==> src/rtl/fb_id_ex_stage_pkg.sv <==
// Shared constants and types for the Firebird ID/EX stage: ALU op encodings,
// opcodes, width defaults and the CU control bundle.
package fb_id_ex_stage_pkg;

  localparam int unsigned XLEN_DEF   = 32;
  localparam int unsigned REG_AW_DEF = 5;
  localparam int unsigned CTRL_W     = 10;

  localparam logic [1:0] ALU_OP_R   = 2'b10;
  localparam logic [1:0] ALU_OP_B   = 2'b01;
  localparam logic [1:0] ALU_OP_MEM = 2'b00;

  localparam logic [6:0] OPC_LOAD   = 7'b0000011;
  localparam logic [6:0] OPC_STORE  = 7'b0100011;
  localparam logic [6:0] OPC_OP     = 7'b0110011;
  localparam logic [6:0] OPC_OP_IMM = 7'b0010011;
  localparam logic [6:0] OPC_BRANCH = 7'b1100011;
  localparam logic [6:0] OPC_JAL    = 7'b1101111;
  localparam logic [6:0] OPC_JALR   = 7'b1100111;
  localparam logic [6:0] OPC_LUI    = 7'b0110111;
  localparam logic [6:0] OPC_AUIPC  = 7'b0010111;

  typedef struct packed {
    logic [1:0] alu_op;
    logic       alu_src;
    logic       alu_res_src;
    logic       mem_read;
    logic       mem_write;
    logic       branch;
    logic       mem_to_reg;
    logic       reg_write;
    logic       pc_src;
  } ctrl_t;

  typedef enum logic [1:0] {
    UPD_LOAD,
    UPD_HOLD,
    UPD_BUBBLE,
    UPD_FLUSH
  } upd_e;

  // An invalid slot must never carry state-changing side effects downstream.
  function automatic ctrl_t gate_ctrl(input ctrl_t c, input logic valid);
    ctrl_t g;
    g = c;
    if (!valid) begin
      g.mem_read  = 1'b0;
      g.mem_write = 1'b0;
      g.reg_write = 1'b0;
      g.branch    = 1'b0;
      g.pc_src    = 1'b0;
    end
    return g;
  endfunction

endpackage

==> src/rtl/fb_id_ex_stage_load_use_detect.sv <==
// Combinational load-use hazard detector: a valid ID instruction reads the
// destination of a valid load sitting in EX (x0 excluded).
module fb_load_use_detect #(
  parameter int unsigned REG_AW = 5
) (
  input  logic              id_valid,
  input  logic [REG_AW-1:0] id_rs1,
  input  logic [REG_AW-1:0] id_rs2,
  input  logic              id_uses_rs1,
  input  logic              id_uses_rs2,
  input  logic              ex_valid,
  input  logic              ex_mem_read,
  input  logic [REG_AW-1:0] ex_rd,
  output logic              haz
);

  logic rs1_hit;
  logic rs2_hit;

  assign rs1_hit = id_uses_rs1 && (id_rs1 == ex_rd);
  assign rs2_hit = id_uses_rs2 && (id_rs2 == ex_rd);
  assign haz     = id_valid && ex_valid && ex_mem_read && (ex_rd != '0) && (rs1_hit || rs2_hit);

endmodule

==> src/rtl/fb_id_ex_stage.sv <==
// Firebird ID/EX pipeline register with load-use bubble insertion, EX flush,
// downstream stall and a saturating bubble counter.
module fb_id_ex_stage
  import fb_id_ex_stage_pkg::*;
#(
  parameter int unsigned XLEN   = XLEN_DEF,
  parameter int unsigned REG_AW = REG_AW_DEF,
  parameter int unsigned CNT_W  = 16
) (
  input  logic              clk,
  input  logic              rst,
  input  logic              id_valid,
  input  logic [1:0]        id_alu_op,
  input  logic              id_alu_src,
  input  logic              id_alu_res_src,
  input  logic              id_mem_read,
  input  logic              id_mem_write,
  input  logic              id_branch,
  input  logic              id_mem_to_reg,
  input  logic              id_reg_write,
  input  logic              id_pc_src,
  input  logic [XLEN-1:0]   id_pc,
  input  logic [XLEN-1:0]   id_rs1_data,
  input  logic [XLEN-1:0]   id_rs2_data,
  input  logic [XLEN-1:0]   id_imm,
  input  logic [REG_AW-1:0] id_rs1,
  input  logic [REG_AW-1:0] id_rs2,
  input  logic [REG_AW-1:0] id_rd,
  input  logic              id_uses_rs1,
  input  logic              id_uses_rs2,
  input  logic [2:0]        id_funct3,
  input  logic              id_funct7b5,
  input  logic              ex_flush,
  input  logic              ext_stall,
  input  logic              cnt_clr,
  output logic              ex_valid,
  output logic [1:0]        ex_alu_op,
  output logic              ex_alu_src,
  output logic              ex_alu_res_src,
  output logic              ex_mem_read,
  output logic              ex_mem_write,
  output logic              ex_branch,
  output logic              ex_mem_to_reg,
  output logic              ex_reg_write,
  output logic              ex_pc_src,
  output logic [XLEN-1:0]   ex_pc,
  output logic [XLEN-1:0]   ex_rs1_data,
  output logic [XLEN-1:0]   ex_rs2_data,
  output logic [XLEN-1:0]   ex_imm,
  output logic [REG_AW-1:0] ex_rs1,
  output logic [REG_AW-1:0] ex_rs2,
  output logic [REG_AW-1:0] ex_rd,
  output logic              ex_uses_rs1,
  output logic              ex_uses_rs2,
  output logic [2:0]        ex_funct3,
  output logic              ex_funct7b5,
  output logic              id_stall,
  output logic              hazard_bubble,
  output logic [CNT_W-1:0]  bubble_cnt
);

  ctrl_t             id_ctrl;
  ctrl_t             ctrl_d, ctrl_q;
  logic              valid_d, valid_q;
  logic [XLEN-1:0]   pc_d, pc_q, rs1_data_d, rs1_data_q, rs2_data_d, rs2_data_q, imm_d, imm_q;
  logic [REG_AW-1:0] rs1_d, rs1_q, rs2_d, rs2_q, rd_d, rd_q;
  logic              uses_rs1_d, uses_rs1_q, uses_rs2_d, uses_rs2_q;
  logic [2:0]        funct3_d, funct3_q;
  logic              funct7b5_d, funct7b5_q;
  logic [CNT_W-1:0]  cnt_d, cnt_q;
  logic              haz;
  upd_e              upd;

  assign id_ctrl = '{alu_op: id_alu_op, alu_src: id_alu_src, alu_res_src: id_alu_res_src,
                     mem_read: id_mem_read, mem_write: id_mem_write, branch: id_branch,
                     mem_to_reg: id_mem_to_reg, reg_write: id_reg_write, pc_src: id_pc_src};

  fb_load_use_detect #(.REG_AW(REG_AW)) u_luse (
    .id_valid    (id_valid),
    .id_rs1      (id_rs1),
    .id_rs2      (id_rs2),
    .id_uses_rs1 (id_uses_rs1),
    .id_uses_rs2 (id_uses_rs2),
    .ex_valid    (valid_q),
    .ex_mem_read (ctrl_q.mem_read),
    .ex_rd       (rd_q),
    .haz         (haz)
  );

  assign hazard_bubble = haz && !ex_flush && !ext_stall;
  assign id_stall      = !ex_flush && (ext_stall || haz);

  always_comb begin
    if (ex_flush)       upd = UPD_FLUSH;
    else if (ext_stall) upd = UPD_HOLD;
    else if (haz)       upd = UPD_BUBBLE;
    else                upd = UPD_LOAD;
  end

  always_comb begin
    valid_d    = valid_q;
    ctrl_d     = ctrl_q;
    pc_d       = pc_q;
    rs1_data_d = rs1_data_q;
    rs2_data_d = rs2_data_q;
    imm_d      = imm_q;
    rs1_d      = rs1_q;
    rs2_d      = rs2_q;
    rd_d       = rd_q;
    uses_rs1_d = uses_rs1_q;
    uses_rs2_d = uses_rs2_q;
    funct3_d   = funct3_q;
    funct7b5_d = funct7b5_q;
    unique case (upd)
      UPD_FLUSH, UPD_BUBBLE: begin
        valid_d    = 1'b0;
        ctrl_d     = '0;
        pc_d       = '0;
        rs1_data_d = '0;
        rs2_data_d = '0;
        imm_d      = '0;
        rs1_d      = '0;
        rs2_d      = '0;
        rd_d       = '0;
        uses_rs1_d = 1'b0;
        uses_rs2_d = 1'b0;
        funct3_d   = '0;
        funct7b5_d = 1'b0;
      end
      UPD_LOAD: begin
        valid_d    = id_valid;
        ctrl_d     = gate_ctrl(id_ctrl, id_valid);
        pc_d       = id_pc;
        rs1_data_d = id_rs1_data;
        rs2_data_d = id_rs2_data;
        imm_d      = id_imm;
        rs1_d      = id_rs1;
        rs2_d      = id_rs2;
        rd_d       = id_rd;
        uses_rs1_d = id_uses_rs1;
        uses_rs2_d = id_uses_rs2;
        funct3_d   = id_funct3;
        funct7b5_d = id_funct7b5;
      end
      default: ;
    endcase
  end

  // Clear beats increment; the counter saturates rather than wrapping.
  always_comb begin
    cnt_d = cnt_q;
    if (cnt_clr)                           cnt_d = '0;
    else if (hazard_bubble && cnt_q != '1) cnt_d = cnt_q + 1'b1;
  end

  always_ff @(posedge clk or posedge rst) begin
    if (rst) begin
      valid_q    <= 1'b0;
      ctrl_q     <= '0;
      pc_q       <= '0;
      rs1_data_q <= '0;
      rs2_data_q <= '0;
      imm_q      <= '0;
      rs1_q      <= '0;
      rs2_q      <= '0;
      rd_q       <= '0;
      uses_rs1_q <= 1'b0;
      uses_rs2_q <= 1'b0;
      funct3_q   <= '0;
      funct7b5_q <= 1'b0;
      cnt_q      <= '0;
    end else begin
      valid_q    <= valid_d;
      ctrl_q     <= ctrl_d;
      pc_q       <= pc_d;
      rs1_data_q <= rs1_data_d;
      rs2_data_q <= rs2_data_d;
      imm_q      <= imm_d;
      rs1_q      <= rs1_d;
      rs2_q      <= rs2_d;
      rd_q       <= rd_d;
      uses_rs1_q <= uses_rs1_d;
      uses_rs2_q <= uses_rs2_d;
      funct3_q   <= funct3_d;
      funct7b5_q <= funct7b5_d;
      cnt_q      <= cnt_d;
    end
  end

  assign ex_valid       = valid_q;
  assign ex_alu_op      = ctrl_q.alu_op;
  assign ex_alu_src     = ctrl_q.alu_src;
  assign ex_alu_res_src = ctrl_q.alu_res_src;
  assign ex_mem_read    = ctrl_q.mem_read;
  assign ex_mem_write   = ctrl_q.mem_write;
  assign ex_branch      = ctrl_q.branch;
  assign ex_mem_to_reg  = ctrl_q.mem_to_reg;
  assign ex_reg_write   = ctrl_q.reg_write;
  assign ex_pc_src      = ctrl_q.pc_src;
  assign ex_pc          = pc_q;
  assign ex_rs1_data    = rs1_data_q;
  assign ex_rs2_data    = rs2_data_q;
  assign ex_imm         = imm_q;
  assign ex_rs1         = rs1_q;
  assign ex_rs2         = rs2_q;
  assign ex_rd          = rd_q;
  assign ex_uses_rs1    = uses_rs1_q;
  assign ex_uses_rs2    = uses_rs2_q;
  assign ex_funct3      = funct3_q;
  assign ex_funct7b5    = funct7b5_q;
  assign bubble_cnt     = cnt_q;

endmodule

==> config.mk <==
export PLATFORM = sky130hd
export DESIGN_NAME = fb_id_ex_stage
export DESIGN_NICKNAME = d
export VERILOG_FILES = /design/src/rtl/fb_id_ex_stage_pkg.sv /design/src/rtl/fb_id_ex_stage_load_use_detect.sv /design/src/rtl/fb_id_ex_stage.sv
export SDC_FILE = /design/constraint.sdc
export NUM_CORES = 1
export LEC_CHECK = 0
export ABC_AREA = 1
export BUFFER_PORTS_ARGS = -buffer_cell sky130_fd_sc_hd__buf_2
export CAP_MARGIN = 20
export CORE_MARGIN = 3
export CORE_UTILIZATION = 35
export DETAILED_ROUTE_END_ITERATION = 8
export GPL_TIMING_DRIVEN = 0
export PLACE_DENSITY_LB_ADDON = 0.25
export SLEW_MARGIN = 30
export SYNTH_ARGS = -nofsm -noshare
export SYNTH_HDL_FRONTEND = slang
export SYNTH_SLANG_ARGS = --single-unit
==> constraint.sdc <==
create_clock -name clk -period 5.4 [get_ports clk]
set_input_delay 0.81 -clock clk [delete_from_list [all_inputs] [get_ports clk]]
set_output_delay 0.81 -clock clk [all_outputs]
set_load 0.05 [all_outputs]
==> results.txt, run 1 <==
----------------------------------------------------
[Status]
  Result of the run ... finished, final reports clean

[Global routing]
  Vias in the first global route ... 7833
  Total Routing Usage GR ... 0.215
  Global-route wire length before repair ... 42000 µm
  Number of antenna violations at the first check in global routing ... 3
  Pin count of the biggest net entering global routing ... 28
  Total grt overflow ... 0

[Clocking]
  Number of resized instances in the post-cts repair step ... 0
  Clock transition at the register clock pins on the worst setup and hold paths after CTS ... around 60 ps
  Clock Latency Late Sink ... 430 ps
  CTS H-Tree Depth ... 4
  Setup bufs post-CTS ... 0
  Clock root cell ... clkbuf_16
  CTS sink cnt ... around 180
  Number of hold-repair buffers added at the cts stage ... 0
  Number of buffers created by CTS ... 17
  Clock tree from TritonCTS ... done
  Bufs on Longest Clock Path ... 2

[Synthesis]
  Net count after synthesis ... about 1100
  Proportion of synthesized area in mux cells ... 0
  Synthesis-stage register bit count ... 176
  Part of the Yosys area used for sequential elements ... 0.557
  Xor and xnor area share after synthesis ... 0.0111
  Number of synthesized flops with an enable pin ... 0
  Synthesized area per cell ... around 8.8 µm²
  Number of warning messages in the yosys log ... 0
  Area fraction in compound gates after synthesis ... 0.0176
  Cell types occupying the most area after synthesis ... dfrtp_1 56%, nand3_1 21%, nand2_1 10%, buf_6 2.4%, clkbuf_1 1.5%
  Synth area leader ... dfrtp_1
  Post-synthesis simple-gate area fraction ... 0.343
  Top cell type's share of synthesized area ... 0.557
  Fraction of the mapped netlist area in adder cells ... 0.00158
  Main combinational cell family by area after synthesis ... simple AND/OR/NAND/NOR gates
  Total standard cell area after synthesis ... 7910 µm²
  Most frequent cell after synthesis ... nand3_1
  Primary flip-flop cell chosen by synthesis mapping ... dfrtp_1
  Share of async-settable or async-resettable flops after synthesis ... 1.00
  Number of unique standard cell types used by synthesis ... 32
  Count of mapped cells out of synthesis ... 901
  Ranking of synthesized cells by instance count ... 327 x nand3_1, 212 x nand2_1, 176 x dfrtp_1

[Critical path]
  Crit-path max FO ... 10
  Cell Chain, Critical Path ... buf_2 > inv_2 > clkbuf_1 > nand2_1 > o21ai_0 > buf_2
  Critical path class ... in2out
  Critical path's slowest cell ... clkbuf_1
  Count of buffering cells on the critical path with inverters included ... 4
  Worst path arrival time ... 2550 ps
  CP Capture Type ... output pin
  Req. time, crit path ... about 4600 ps
  Critical path's top delay family ... buffers and inverters
  Peak per-stage delay on the critical path ... 530 ps
  Critical register-to-register path startpoint ... bubble_cnt[0]
  Launch point of the critical path ... ex_flush
  Cell occurring most often along the worst timing path ... buf_2
  Startpoint Class ... input pin

[Place]
  Number of port buffers ... 342
  DP HPWL ... ~20000 µm
  Gpl congestion ... around 0.8
  Dpl cell area ... 10100 µm²

[Drt]
  First drt pass iteration count ... 6
  Via count normalized by instance count ... 4.97
  Post-detailed-route DRC marker count ... 0
  Vias after detailed routing ... around 7800
  Iter 0 DRT Violations ... around 560
  Total wire length ... 26500 µm
  Drt wl/cell ... 17.0 µm
  Post-route ant nets ... 0

[Pwr]
  Share of total power in the clock network ... 0.405
  Leakage power ... 6.24 nW
  Logic pwr share ... 0.174
  Cell Int Power ... 0.00233 W
  Switching component of the power ... approximately 0.0010 W
  Fraction of power consumed by sequential logic ... 0.421
  Peak supply drop ... 178 µV
  Switching share of power ... 0.310
  Total power divided by cell area ... 314 nW/µm²

[STA]
  Final setup violating endpoints ... 0
  Achievable clock frequency ... 298 MHz
  Crit share post-route ... 0.622
  Shortest period the worst path allows ... 3360 ps
  Smallest hold slack ... 375 ps
  Final Hold Violating Endpoints ... 0
  Slew at the pin closest to its max-slew limit ... between 600 and 700 ps
  Worst Clk Skew ... 15.4 ps
  Sum of negative setup slack ... 0 ps
  Worst slew margin relative to its limit ... 0.584
  RSZ-0062 raised after global routing ... no
  Max-slew violation total from the final report ... 0

[Final layout]
  Layout cell share with drive strength beyond 1 ... 0.340
  Post-layout nets ... 1435
  Area taken by multi-input logic gates ... about 3000 µm²
  Sequential standard cell area ... 4400 µm²
  Filler instances ... between 2000 and 2500
  Area grow syn2layout ... 36.1%
  Layout Cell Area excl Fill ... 10800 µm²

[Die]
  Initial cell density of the core ... 0.359
  Floorplan Core Area ... 22000 µm²
  Die area ... 24400 µm²
  Width of the die ... 156 µm
  Height of the chip ... 156 µm
  Boundary pin count ... 343
  Number of placement rows ... 54

[Job]
  Count of maximum capacitance violations ... 0

[Hold path]
  Type of the tightest min-delay check ... in2async

----------------------------------------------------
[worst register-to-register path, stage by stage (launching register included)]
cell and delay, ps:
dfrtp_1 420, ha_1 250, nand3_1 220, nor2_4 90
nand4_2 110, clkinv_1 120, nor2_4 200, buf_6 180
nand3_2 70, nand2_1 60
[cell usage in the layout, fill, tap and decap left out, types with 2 or more instances in the layout]
master / n
buf_2: 354
nand3_1: 327
nand2_1: 212
dfrtp_1: 176
clkbuf_1: 32
inv_1: 27
nor2_1: 19
buf_6: 17
clkbuf_16: 17
o21ai_0: 13
o21ai_1: 9
buf_1: 9
inv_2: 8
nand3_2: 7
xor2_1: 7
buf_12: 6
inv_6: 5
bufinv_16: 4
nor2_4: 3
xnor2_1: 3
diode_2: 2
nor3_1: 2
o22ai_1: 2
a21oi_1: 2
clkinv_4: 2
[logic make-up (layout without fill, tap and decap cells)]
family / count (synthesis) / after routing
buffers and inverters: 108 / 488
adder cells (fa/ha/maj): 1 / 1
flip-flops: 176 / 176
other: 0 / 2
XOR/XNOR: 10 / 10
AO/OA/AOI/OAI: 27 / 27
AND/OR/NAND/NOR: 579 / 579
[per-stage QoR]
stage | worst slack, ps | util | std cells | total power (W)
2_1_floorplan | 2000 | - | 901 | 0.00183
3_3_place_gp | 1050 | 0.453 | 1523 | 0.00203
5_1_grt | 1840 | 0.489 | 1563 | 0.00352
4_1_cts | 1930 | 0.489 | 1561 | 0.00342
6_report | 2040 | 0.489 | 1563 | 0.00338
3_5_place_dp | 1950 | 0.460 | 1530 | 0.00204
[layout make-up]
cell class | count | area share
tap | 280 | 0.0325
multi-input combinational | 617 | 0.274
antenna | 2 | 0.000465
inverter | 37 | 0.0132
clock buffer | 18 | 0.0408
buffer | 71 | 0.0384
sequential | 176 | 0.409
clock inverter | 13 | 0.0184
timing repair buffer | 349 | 0.173
[final timing paths]
kind / endpoint / slack [ps] / cells after the start
setup / recovery: id_stall / 2040 / 6
hold / removal: ex_funct7b5 / 380 / 2
setup reg to reg: bubble_cnt[1] / 3620 / 9
hold reg to reg: ex_rs2_data[28] / 500 / 2
max in group asynchronous: ex_imm[10] / 4190 / 5
min in group clk: ex_rs2_data[28] / 500 / 2
[routing by layer]
layer  routed length, µm  share of wire  track usage
met5                   7        0.00026            0
met4                 602          0.023       0.0638
met3                2110          0.079       0.0655
met2               12800           0.48        0.352
met1               11000           0.42        0.277
[power groups by stage]
stage	Clock [W]	Combinational [W]	Sequential, W
after floorplan	0	0.000146	0.00168
after global placement	0	0.000579	0.00145
after detailed placement	0	0.000595	0.00145
after CTS	0.00140	0.000596	0.00142
after global routing	0.00145	0.000634	0.00143
final	0.00137	0.000589	0.00142
(Power assumes the default switching activity.)
==> run 2, diff against run 1 <==
Clock period 5.4 ns to 3 ns, I/O delays scaled along.
==> run 2 against run 1 <==
Compared with the run above: design area rose by 0.12%; first-iteration DRC count increased by 4.7%; via count grew 0.26%; sequential cell count did not move; clock skew about the same; count of clock-buffer cells in the layout unchanged; non-clock buffer count increased by 1; setup slack lost 1700 ps; critical endpoint unchanged; combinational power grew 80%.
==> results.txt, run 2 (synthesis gave the netlist of run 1 again) <==
----------------------------------------------------
[STA]
  Crit share post-route ... 0.880
  Slew at the pin closest to its max-slew limit ... 626 ps (+1.17 ps)
  Worst Clk Skew ... 15.2 ps (-0.219 ps)
  RSZ-0062 raised after global routing ... no
  Worst slew margin relative to its limit ... 0.583 (-0.000777)
  Final Hold Violating Endpoints ... 0 (unchanged)
  Shortest period the worst path allows ... 2640 ps
  Achievable clock frequency ... 379 MHz
  Max-slew violation total from the final report ... 0 (unchanged)
  Final setup violating endpoints ... 0 (unchanged)

[Critical path]
  Crit-path max FO ... 10 (unchanged)
  Slack of the worst reg-to-reg path ... 1220 ps (-2400 ps)
  Startpoint Class ... input pin
  Critical R2R Capture ... bubble_cnt[1]
  Critical path class ... in2out
  Critical register-to-register path startpoint ... bubble_cnt[0]
  Worst path arrival time ... 2190 ps (-360 ps)
  Depth of the worst register-to-register path ... 9 (unchanged)
  CP Capture Type ... output pin
  Req. time, crit path ... 2550 ps (-2040 ps)

[Clocking]
  CTS sink cnt ... 176 (unchanged)
  Setup bufs post-CTS ... 0 (unchanged)
  CTS H-Tree Depth ... 4 (unchanged)
  Clock Latency Late Sink ... 430 ps (about the same)
  Clock transition at the register clock pins on the worst setup and hold paths after CTS ... 70 ps (about the same)
  Number of resized instances in the post-cts repair step ... 0 (unchanged)
  Number of buffers created by CTS ... 17 (unchanged)
  Clock tree from TritonCTS ... done
  Bufs on Longest Clock Path ... 2 (unchanged)
  Number of hold-repair buffers added at the cts stage ... 1 (+1)
  Clock root cell ... clkbuf_16

[Place]
  Dpl cell area ... 10100 µm² (unchanged)
  DP HPWL ... 19700 µm (unchanged)
  Number of port buffers ... 342 (unchanged)
  Gpl congestion ... 0.819 (unchanged)
  Total instance count after detailed placement ... 1530 (unchanged)

[Drt]
  First drt pass iteration count ... 5 (-1)
  Iter 0 DRT Violations ... 582 (+4.7%)
  Drt wl/cell ... 17.0 µm (+0.14%)
  Post-route ant nets ... 0 (unchanged)
  Vias after detailed routing ... 7783 (+0.26%)
  Total wire length ... 26600 µm (+0.26%)
  Via count normalized by instance count ... 4.97 (+0.13%)
  Post-detailed-route DRC marker count ... 0 (unchanged)

[Final layout]
  Filler instances ... 2211 (-0.090%)
  Area grow syn2layout ... 36.3%
  Leading cell type in the layout, fill and taps excluded ... buf_2
  Post-layout nets ... 1436 (+0.070%)
  Post-layout instance count excluding filler cells ... 1565 (+0.13%)
  Layout Cell Area excl Fill ... 10800 µm² (+0.12%)
  Post-Route Utilization ... 0.489 (+0.000568)
  Layout cell share with drive strength beyond 1 ... 0.340 (about the same)
  Most frequent cells in the layout ... 354 x buf_2, 327 x nand3_1, 212 x nand2_1, 176 x dfrtp_1, 32 x clkbuf_1

[Die]
  Height of the chip ... 156 µm (unchanged)
  Number of placement rows ... 54 (unchanged)
  Initial cell density of the core ... 0.359 (unchanged)
  Die area ... 24400 µm² (unchanged)
  Boundary pin count ... 343 (unchanged)
  Floorplan Core Area ... 22000 µm² (unchanged)
  Width of the die ... 156 µm (unchanged)

[Status]
  Result of the run ... finished, final reports clean

[Global routing]
  Pin count of the biggest net entering global routing ... 28 (unchanged)
  Global-route wire length before repair ... 42000 µm (unchanged)
  Total Routing Usage GR ... 0.215 (unchanged)
  Total grt overflow ... 0 (unchanged)
  Vias in the first global route ... 7833 (unchanged)
  Number of antenna violations at the first check in global routing ... 3 (unchanged)

[Pwr]
  Total power divided by cell area ... 565 nW/µm² (+80%)
  Leakage power ... 6.24 nW (about the same)
  Peak supply drop ... 320 µV (+80%)
  Post-layout total power ... 0.00609 W (+80%)

[Hold path]
  Launch point of the worst hold path ... id_imm[6]
  Hold worst-path end ... ex_imm[6]
  Type of the tightest min-delay check ... in2reg
  Hold Path Cell Cnt ... 3

[Job]
  Count of maximum capacitance violations ... 0 (unchanged)

----------------------------------------------------
[run 2: cell count changes in the layout (fill, tap and decap cells not counted)]
| cell | previous run | this run |
|---|---|---|
| diode_2 | 2 | 3 |
| dlygate4sd3_1 | 0 | 1 |
[run 2: report_power, final]
part / switching, W / internal, W / total (W)
sequential: 0.0000688 / 0.00249 / 0.00256
clock: 0.00103 / 0.00144 / 0.00247
combinational: 0.000792 / 0.000269 / 0.00106
total: 0.00189 / 0.00420 / 0.00609
[run 2: area by class of cell]
cell class              instances  area, µm²  share of cell area
diodes                          3       7.51            0.000697
plain buffers                  71        413              0.0383
clock buffers                  18        439              0.0407
clock inverters                13        198              0.0183
inverters                      37        143              0.0132
multi-input cells             617       2950               0.274
flip-flops and latches        176       4400               0.409
well taps                     280        350              0.0325
repair buffers                350       1870               0.173
[run 2: metrics by stage]
stage | TNS (ps) | setup slack [ps] | hold slack (ps)
after global routing | 0 | 155 | 222
after global placement | -173170 | -992 | 484
after CTS | 0 | 249 | 221
after floorplan | 0 | 54.7 | 588
after detailed placement | 0 | 268 | 458
final | 0 | 361 | 241
[run 2: metal layers]
layer	routed length [µm]	vias up	track usage
li1	-	3751	-
met1	11000	3695	0.277
met2	12800	294	0.352
met3	2100	41	0.0655
met4	601	2	0.0638
met5	7	-	0
[run 2: worst max path at each step]
stage | start | endpoint | depth (start not counted)
4_1_cts | ex_flush | id_stall | 6
3_5_place_dp | ex_flush | id_stall | 6
6_report | ex_flush | id_stall | 6
5_1_grt | ex_flush | id_stall | 6
2_1_floorplan | ex_rd[2] | id_stall | 9
3_3_place_gp | rst | ex_rs2_data[28] | 2
[run 2: critical path: stages]
cell      delay (ps)
buf_2            130
inv_2            220
clkbuf_1         530
nand2_1          390
o21ai_0          160
buf_2            300
